[src/rtl/aoi211_bist_if.sv]
// -----------------------------------------------------------------------------
// aoi211_bist_if
//
// Groups the control/status and cell-under-test signals of the AOI211 BIST
// block into one bundle.
//
//   master : the BIST engine (drives the cell inputs and the status outputs)
//   slave  : its environment (issues START, supplies the cell's ZN output)
//
// Signals
//   start       run request, accepted only while the engine is idle
//   zn          ZN output of the cell under test
//   a,b,c1,c2   registered drive to the cell under test
//   busy        high while a run is in progress
//   done        one-cycle pulse at run end
//   pass        last run had zero mismatches
//   err_cnt     saturating mismatch count (CNT_W bits)
//   fail_seen   at least one mismatch in the last/current run
//   first_fail  vector index of the first mismatch (valid when fail_seen=1)
//   fault_inj   fault-injection request; exists only when AOI211_BIST_INJECT_EN
//               is defined
//
// Handshake: start is a level request sampled on every rising clock edge; it
// is acted on only in the idle state and ignored otherwise (no queueing).
// Completion is signalled by a single-cycle done pulse; the result fields are
// stable from that cycle until the next accepted start.
// -----------------------------------------------------------------------------
interface aoi211_bist_if #(
   parameter int CNT_W = 5
);
   logic             start;
   logic             zn;
   logic             a;
   logic             b;
   logic             c1;
   logic             c2;
   logic             busy;
   logic             done;
   logic             pass;
   logic [CNT_W-1:0] err_cnt;
   logic             fail_seen;
   logic [3:0]       first_fail;

`ifdef AOI211_BIST_INJECT_EN
   logic             fault_inj;

   modport master (
      input  start, zn, fault_inj,
      output a, b, c1, c2, busy, done, pass, err_cnt, fail_seen, first_fail
   );

   modport slave (
      output start, zn, fault_inj,
      input  a, b, c1, c2, busy, done, pass, err_cnt, fail_seen, first_fail
   );
`else
   modport master (
      input  start, zn,
      output a, b, c1, c2, busy, done, pass, err_cnt, fail_seen, first_fail
   );

   modport slave (
      output start, zn,
      input  a, b, c1, c2, busy, done, pass, err_cnt, fail_seen, first_fail
   );
`endif
endinterface

[src/rtl/aoi211_bist.sv]
// -----------------------------------------------------------------------------
// aoi211_bist
//
// Built-in self-test engine for one AOI211 cell (ZN = ~(A | B | (C1 & C2))).
// On an accepted start it walks all 16 input vectors idx = {A,B,C1,C2},
// holds each for SETTLE+1 cycles, samples ZN on the last cycle of the dwell
// window and compares it with the value expected from the registered drive
// bits. Results: pass/fail, saturating mismatch count, first failing vector.
//
// Parameters
//   SETTLE  extra dwell cycles per vector before sampling, legal 0..15
//   CNT_W   width of the mismatch counter, minimum 1
//
// Ports
//   i_ck     clock, rising edge
//   i_rn     asynchronous active-low reset
//   io_bus   aoi211_bist_if.master (start/zn in, cell drive and status out)
//   o_state  debug view of the FSM state (0 IDLE, 1 RUN, 2 FIN)
//
// Optional feature: define AOI211_BIST_INJECT_EN to add the fault_inj input.
// Its value is latched on an accepted start; when latched high, the sampled
// ZN is inverted for vector 5 only, forcing exactly one mismatch on a good
// cell so the checker itself can be proven.
// -----------------------------------------------------------------------------
module aoi211_bist #(
   parameter int SETTLE = 2,
   parameter int CNT_W  = 5
) (
   input  logic                 i_ck,
   input  logic                 i_rn,
   aoi211_bist_if.master        io_bus,
   output logic [1:0]           o_state
);

   typedef enum logic [1:0] {
      S_IDLE = 2'd0,
      S_RUN  = 2'd1,
      S_FIN  = 2'd2
   } state_t;

   localparam logic [3:0]       SETTLE_V = 4'(SETTLE);
   localparam logic [CNT_W-1:0] CNT_MAX  = '1;
   localparam logic [3:0]       IDX_LAST = 4'd15;

   // ---------------------------------------------------------------------
   // State and result registers
   // ---------------------------------------------------------------------
   state_t           r_state;
   logic [3:0]       r_idx;
   logic [3:0]       r_dwell;
   logic [3:0]       r_drv;        // {A, B, C1, C2} as presented to the cell
   logic             r_busy;
   logic             r_done;
   logic             r_pass;
   logic [CNT_W-1:0] r_err_cnt;
   logic             r_fail_seen;
   logic [3:0]       r_first_fail;

   state_t           w_state_nxt;
   logic [3:0]       w_idx_nxt;
   logic [3:0]       w_dwell_nxt;
   logic [3:0]       w_drv_nxt;
   logic             w_busy_nxt;
   logic             w_done_nxt;
   logic             w_pass_nxt;
   logic [CNT_W-1:0] w_err_cnt_nxt;
   logic             w_fail_seen_nxt;
   logic [3:0]       w_first_fail_nxt;

   logic             w_exp_zn;
   logic             w_zn_eff;
   logic             w_miss;
   logic             w_sample;

   // ---------------------------------------------------------------------
   // Compare path
   // ---------------------------------------------------------------------
   // Expected value comes from the registered drive bits, so it always
   // matches what the cell actually sees during the dwell window.
   assign w_exp_zn = ~(r_drv[3] | r_drv[2] | (r_drv[1] & r_drv[0]));

`ifdef AOI211_BIST_INJECT_EN
   logic r_inj;
   logic w_inj_nxt;

   // Inverting only vector 5 yields exactly one forced mismatch on a good cell.
   assign w_zn_eff = io_bus.zn ^ (r_inj & (r_idx == 4'd5));
`else
   assign w_zn_eff = io_bus.zn;
`endif

   assign w_miss   = (w_zn_eff != w_exp_zn);
   assign w_sample = (r_state == S_RUN) && (r_dwell == SETTLE_V);

   // ---------------------------------------------------------------------
   // Next-state / next-value logic
   // ---------------------------------------------------------------------
   always_comb begin
      w_state_nxt      = r_state;
      w_idx_nxt        = r_idx;
      w_dwell_nxt      = r_dwell;
      w_drv_nxt        = r_drv;
      w_busy_nxt       = r_busy;
      w_done_nxt       = 1'b0;
      w_pass_nxt       = r_pass;
      w_err_cnt_nxt    = r_err_cnt;
      w_fail_seen_nxt  = r_fail_seen;
      w_first_fail_nxt = r_first_fail;
`ifdef AOI211_BIST_INJECT_EN
      w_inj_nxt        = r_inj;
`endif

      case (r_state)
         S_IDLE: begin
            w_drv_nxt  = 4'd0;
            w_busy_nxt = 1'b0;
            if (io_bus.start) begin
               w_state_nxt      = S_RUN;
               w_idx_nxt        = 4'd0;
               w_drv_nxt        = 4'd0;
               w_dwell_nxt      = 4'd0;
               w_err_cnt_nxt    = '0;
               w_fail_seen_nxt  = 1'b0;
               w_first_fail_nxt = 4'd0;
               w_pass_nxt       = 1'b0;
               w_busy_nxt       = 1'b1;
`ifdef AOI211_BIST_INJECT_EN
               w_inj_nxt        = io_bus.fault_inj;
`endif
            end
         end

         S_RUN: begin
            if (!w_sample) begin
               w_dwell_nxt = r_dwell + 4'd1;
            end else begin
               if (w_miss) begin
                  if (r_err_cnt != CNT_MAX) begin
                     w_err_cnt_nxt = r_err_cnt + 1'b1;
                  end
                  if (!r_fail_seen) begin
                     w_fail_seen_nxt  = 1'b1;
                     w_first_fail_nxt = r_idx;
                  end
               end

               if (r_idx != IDX_LAST) begin
                  w_idx_nxt   = r_idx + 4'd1;
                  w_drv_nxt   = r_idx + 4'd1;
                  w_dwell_nxt = 4'd0;
               end else begin
                  // Last vector: verdict must include this final sample.
                  w_state_nxt = S_FIN;
                  w_busy_nxt  = 1'b0;
                  w_done_nxt  = 1'b1;
                  w_drv_nxt   = 4'd0;
                  w_dwell_nxt = 4'd0;
                  w_idx_nxt   = 4'd0;
                  w_pass_nxt  = ~(r_fail_seen | w_miss);
               end
            end
         end

         S_FIN: begin
            // Start is deliberately not looked at here; a request held across
            // the run end is only accepted once IDLE is re-entered.
            w_state_nxt = S_IDLE;
            w_drv_nxt   = 4'd0;
            w_busy_nxt  = 1'b0;
         end

         default: begin
            w_state_nxt = S_IDLE;
            w_drv_nxt   = 4'd0;
            w_busy_nxt  = 1'b0;
         end
      endcase
   end

   // ---------------------------------------------------------------------
   // Registers
   // ---------------------------------------------------------------------
   always_ff @(posedge i_ck or negedge i_rn) begin
      if (!i_rn) begin
         r_state      <= S_IDLE;
         r_idx        <= 4'd0;
         r_dwell      <= 4'd0;
         r_drv        <= 4'd0;
         r_busy       <= 1'b0;
         r_done       <= 1'b0;
         r_pass       <= 1'b0;
         r_err_cnt    <= '0;
         r_fail_seen  <= 1'b0;
         r_first_fail <= 4'd0;
      end else begin
         r_state      <= w_state_nxt;
         r_idx        <= w_idx_nxt;
         r_dwell      <= w_dwell_nxt;
         r_drv        <= w_drv_nxt;
         r_busy       <= w_busy_nxt;
         r_done       <= w_done_nxt;
         r_pass       <= w_pass_nxt;
         r_err_cnt    <= w_err_cnt_nxt;
         r_fail_seen  <= w_fail_seen_nxt;
         r_first_fail <= w_first_fail_nxt;
      end
   end

`ifdef AOI211_BIST_INJECT_EN
   always_ff @(posedge i_ck or negedge i_rn) begin
      if (!i_rn) begin
         r_inj <= 1'b0;
      end else begin
         r_inj <= w_inj_nxt;
      end
   end
`endif

   // ---------------------------------------------------------------------
   // Outputs
   // ---------------------------------------------------------------------
   assign io_bus.a          = r_drv[3];
   assign io_bus.b          = r_drv[2];
   assign io_bus.c1         = r_drv[1];
   assign io_bus.c2         = r_drv[0];
   assign io_bus.busy       = r_busy;
   assign io_bus.done       = r_done;
   assign io_bus.pass       = r_pass;
   assign io_bus.err_cnt    = r_err_cnt;
   assign io_bus.fail_seen  = r_fail_seen;
   assign io_bus.first_fail = r_first_fail;

   assign o_state = r_state;

endmodule

[src/flat_wrapper.sv]
// flat-port wrapper written by rule: the top's interface ports become plain ports
module aoi211_bist_flat 
#(
   parameter int SETTLE = 2,
   parameter int CNT_W  = 5
)
  (i_ck, i_rn, o_state, io_bus_start, io_bus_zn, io_bus_a, io_bus_b, io_bus_c1, io_bus_c2, io_bus_busy, io_bus_done, io_bus_pass, io_bus_err_cnt, io_bus_fail_seen, io_bus_first_fail);
  aoi211_bist_if #(.CNT_W(CNT_W)) io_bus_i ();
  input  logic i_ck;
  input  logic i_rn;
  output logic [1:0] o_state;
  input wire logic [$bits(io_bus_i.start)-1:0] io_bus_start;
  input wire logic [$bits(io_bus_i.zn)-1:0] io_bus_zn;
  output wire logic [$bits(io_bus_i.a)-1:0] io_bus_a;
  output wire logic [$bits(io_bus_i.b)-1:0] io_bus_b;
  output wire logic [$bits(io_bus_i.c1)-1:0] io_bus_c1;
  output wire logic [$bits(io_bus_i.c2)-1:0] io_bus_c2;
  output wire logic [$bits(io_bus_i.busy)-1:0] io_bus_busy;
  output wire logic [$bits(io_bus_i.done)-1:0] io_bus_done;
  output wire logic [$bits(io_bus_i.pass)-1:0] io_bus_pass;
  output wire logic [$bits(io_bus_i.err_cnt)-1:0] io_bus_err_cnt;
  output wire logic [$bits(io_bus_i.fail_seen)-1:0] io_bus_fail_seen;
  output wire logic [$bits(io_bus_i.first_fail)-1:0] io_bus_first_fail;
  assign io_bus_i.start = io_bus_start;
  assign io_bus_i.zn = io_bus_zn;
  assign io_bus_a = io_bus_i.a;
  assign io_bus_b = io_bus_i.b;
  assign io_bus_c1 = io_bus_i.c1;
  assign io_bus_c2 = io_bus_i.c2;
  assign io_bus_busy = io_bus_i.busy;
  assign io_bus_done = io_bus_i.done;
  assign io_bus_pass = io_bus_i.pass;
  assign io_bus_err_cnt = io_bus_i.err_cnt;
  assign io_bus_fail_seen = io_bus_i.fail_seen;
  assign io_bus_first_fail = io_bus_i.first_fail;
  aoi211_bist #(.SETTLE(SETTLE), .CNT_W(CNT_W)) u_core (.i_ck(i_ck), .i_rn(i_rn), .io_bus(io_bus_i), .o_state(o_state));
endmodule
[config.mk]
export PLATFORM = sky130hd
export DESIGN_NAME = aoi211_bist_flat
export DESIGN_NICKNAME = d
export VERILOG_FILES = /design/src/rtl/aoi211_bist_if.sv /design/src/rtl/aoi211_bist.sv /design/src/flat_wrapper.sv
export SDC_FILE = /design/constraint.sdc
export NUM_CORES = 1
export LEC_CHECK = 0
export CAP_MARGIN = 10
export CORE_MARGIN = 3
export CORE_UTILIZATION = 40
export DETAILED_ROUTE_END_ITERATION = 8
export MAX_ROUTING_LAYER = met4
export PLACE_DENSITY = 0.71
export SLEW_MARGIN = 20
export SYNTH_ARGS = -nofsm -noshare
export SYNTH_HDL_FRONTEND = slang
export SYNTH_SLANG_ARGS = --single-unit
export TNS_END_PERCENT = 50
[constraint.sdc]
create_clock -name i_ck -period 2.5 [get_ports i_ck]
set_clock_uncertainty 0.1 [all_clocks]
set_input_delay 0.5 -clock i_ck [delete_from_list [all_inputs] [get_ports i_ck]]
set_output_delay 0.5 -clock i_ck [all_outputs]
set_load 0.02 [all_outputs]
==> impl_metrics.json, run 1 <==
{
  "synth-simple-area-share": 0.1776,
  "end_kind": "primary output",
  "synth_ff_type": "dfrtp_1",
  "cts-buffers-inserted": 3,
  "yosysSeqAreaShare": 0.4918,
  "drt-wirelength-per-cell_um": 14.45,
  "slew_headroom": 0.6471,
  "die_area_um2": 4174,
  "drt_iter0_markers": 63,
  "nNetsFinal": 166,
  "cpPeakStageDelay_ns": 0.70,
  "path_depth": 1,
  "wl_um": 2889,
  "cts_tree": "built",
  "place.gp.congestion": 0.8213,
  "synthDistinctLibCells": 37,
  "power_density_nw_per_um2": 1125,
  "crit_path_start_kind": "register",
  "fin_crit_sh": 0.9034,
  "synth.area.mux_share": 0.02459,
  "cp.required_ns": 1.90,
  "p_leak_nw": 0.7059,
  "port_buffers": 22,
  "rr_worst_depth": 7,
  "first_pass_iters": 4,
  "peakVddDrop_uv": 657.9,
  "antenna_left": 0,
  "drv_cap": 0,
  "drc": 0,
  "ioPinCount": 23,
  "status": "finished, final reports clean",
  "slew_viol_final": 0,
  "grt_pass1_wl_um": 5037,
  "grt_max_degree": 28,
  "synth_compound_area_frac": 0.2240,
  "dp_hpwl_um": 2147,
  "grt_pass1_vias": 1096,
  "grt_usage": 0.1578,
  "fp.dieW_um": 64.61,
  "post_cts_resized": 0,
  "overflow": 0,
  "path_class": "register to primary output",
  "finalNonFillerCells": 200,
  "netlist_area_um2": 1374,
  "clock_sinks": 27,
  "grt_setup_unrepaired": "false",
  "yosys.area_share.adder": 0.04554,
  "max_freq_ghz": 0.4428,
  "hold_path_class": "input port to async pin",
  "vias": 1104,
  "ys_ff_latch": 27,
  "ys_warn_count": 0,
  "synth_top_family_by_area": "compound AO/OA/AOI/OAI gates",
  "antenna_found_initial": 0,
  "syn_inst": 132,
  "clock_tree.root_cell": "clkbuf_4",
  "antenna_cells": 0,
  "die_h_um": 64.61,
  "start_util": 0.4357,
  "synth_xor_area_frac": 0.01275,
  "clk_pin_slew_worst_paths_ns": 0.16,
  "netlist_top_cells_area": "dfrtp_1, a22o_1, ha_1, nor2_1, nand2_1",
  "dp.cells": 196,
  "cts_hold_buf": 0,
  "crit_fanout": 14,
  "drive_gt1_frac": 0.09615,
  "clk_path_buf_depth": 2,
  "cp_num_buf_inv": 1,
  "arrival_ns": 1.66,
  "area_delta_synth_final_pct": 22.04,
  "synth_edf_count": 0,
  "post_cts.repair.setup_buffers": 0,
  "hold_viol_final": 0,
  "yosysTopAreaCellShare": 0.4918,
  "critPathTopFamily": "buffers and inverters",
  "async_reset_ff_frac": 1.000,
  "yosys.area.top_type": "dfrtp_1",
  "core_um2": 3153,
  "cp_cell_sequence": "clkdlybuf4s50_1",
  "clk_latency_ns": 0.34,
  "syn_area_per_cell_um2": 10.41,
  "vias_per_cell": 5.520,
  "worst_pin_slew_ns": 0.5283,
  "crit_slowest_cell": "clkdlybuf4s50_1",
  "synth_nets": 141,
  "min_period_ns": 2.259,
  "setup_viol": 0,
  "fin_tns_setup_ns": 0,
  "num_rows": 20,
  "cts-htree-levels": 1
}
## per-layer routing
layer	up-vias	share of wire	global-route usage
met5	-	0	-
met4	0	0.019	0.06332
met3	9	0.043	0.03120
met2	26	0.47	0.2384
met1	535	0.47	0.2091
li1	534	-	-
## placed cells by master, fill, tap and decap left out, drive strengths merged, types with 2 or more instances in the layout
master / synthesis / routed
mux2i: 3 / 3
or4: 2 / 2
and3: 2 / 2
ha: 5 / 5
clkdlybuf4s50: 0 / 22
a21oi: 8 / 8
nand2: 12 / 12
nor2b: 3 / 3
nand3: 8 / 8
nor2: 12 / 12
nor3b: 2 / 2
a211oi: 3 / 3
dfrtp: 27 / 27
clkbuf: 2 / 3
o211ai: 5 / 5
a21o: 2 / 2
a32o: 2 / 2
nand2b: 3 / 3
inv: 4 / 4
a22o: 10 / 10
o21ai: 4 / 4
buf: 2 / 2
## through the flow
| stage | hold slack, ns | instance area [um2] | utilization | setup slack [ns] | total power, W |
|---|---|---|---|---|---|
| floorplan | 0.1044 | 1374 | - | 0.4673 | 0.001386 |
| global placement | 0.3927 | 1647 | 0.5222 | 0.3672 | 0.001675 |
| detailed placement | 0.3962 | 1647 | 0.5222 | 0.3377 | 0.001706 |
| CTS | 0.4267 | 1677 | 0.5317 | 0.2325 | 0.001902 |
| global route | 0.4280 | 1677 | 0.5317 | 0.1190 | 0.002049 |
| finish | 0.4049 | 1677 | 0.5317 | 0.2415 | 0.001886 |
## registers in the layout (all words and copies together), names as in the netlist
| signal | cells |
|---|---|
| u_core.io_bus.err_cnt | 5 |
| u_core.io_bus.first_fail | 4 |
| u_core.r_drv | 4 |
| u_core.r_dwell | 4 |
| u_core.r_idx | 4 |
| u_core.o_state | 2 |
| u_core.io_bus.busy | 1 |
| u_core.io_bus.done | 1 |
| u_core.io_bus.fail_seen | 1 |
| u_core.io_bus.pass | 1 |
## worst paths after layout
check	start	endpoint	slack (ns)
min in group i_ck	u_core.io_bus.first_fail[2]$_DFFE_PN0P_	u_core.io_bus.first_fail[2]$_DFFE_PN0P_	0.42
min	i_rn	u_core.io_bus.err_cnt[0]$_DFFE_PN0P_	0.40
max in group asynchronous	i_rn	u_core.r_dwell[3]$_DFFE_PN0P_	1.62
max reg2reg	u_core.io_bus.err_cnt[0]$_DFFE_PN0P_	u_core.io_bus.err_cnt[3]$_DFFE_PN0P_	0.43
max	u_core.o_state[0]$_DFFE_PN0P_	o_state[0]	0.24
min reg2reg	u_core.io_bus.first_fail[2]$_DFFE_PN0P_	u_core.io_bus.first_fail[2]$_DFFE_PN0P_	0.42
## report_power, final
| group | internal [W] | leakage, nW | switching (W) |
|---|---|---|---|
| Sequential | 0.000580 | 0.320 | 0.000185 |
| Combinational | 0.000462 | 0.372 | 0.000462 |
| Clock | 0.0000614 | 0.0139 | 0.000135 |
| Total | 0.00110 | 0.706 | 0.000783 |
## synthesized netlist by cell type (2+ instances only)
library cell and n:
dfrtp_1 27, nor2_1 12, nand2_1 11, a22o_1 10, nand3_1 8, a21oi_1 7
ha_1 5, o211ai_1 5, inv_1 4, o21ai_0 4, nand2b_1 3, nor2b_1 3
a211oi_1 2, a21o_1 2, a32o_1 2, and3_1 2, buf_2 2, clkbuf_1 2
mux2i_1 2, or4_1 2
## cells by family after synthesis
kind of cell | count (synthesis)
multiplexers | 3
AO/OA/AOI/OAI | 40
flip-flops | 27
adder cells (fa/ha/maj) | 5
XOR/XNOR | 2
buffers and inverters | 8
AND/OR/NAND/NOR | 47
## area by class of cell
| cell class | count | area (um2) |
|---|---|---|
| fill | 312 | 1476 |
| sequential | 27 | 675.6 |
| multi-input combinational | 97 | 665.6 |
| timing repair buffer | 24 | 235.2 |
| tap | 44 | 55.05 |
| clock buffer | 3 | 22.52 |
| inverter | 4 | 15.01 |
| clock inverter | 1 | 7.507 |
No activity file was read; power rests on OpenSTA's default activity.
==> run 2, diff against run 1 <==
SLEW_MARGIN = 15   (was 20)
==> results of run 2 <==
Same layout as run 1: the final DEF is identical, and so are final timing and power.
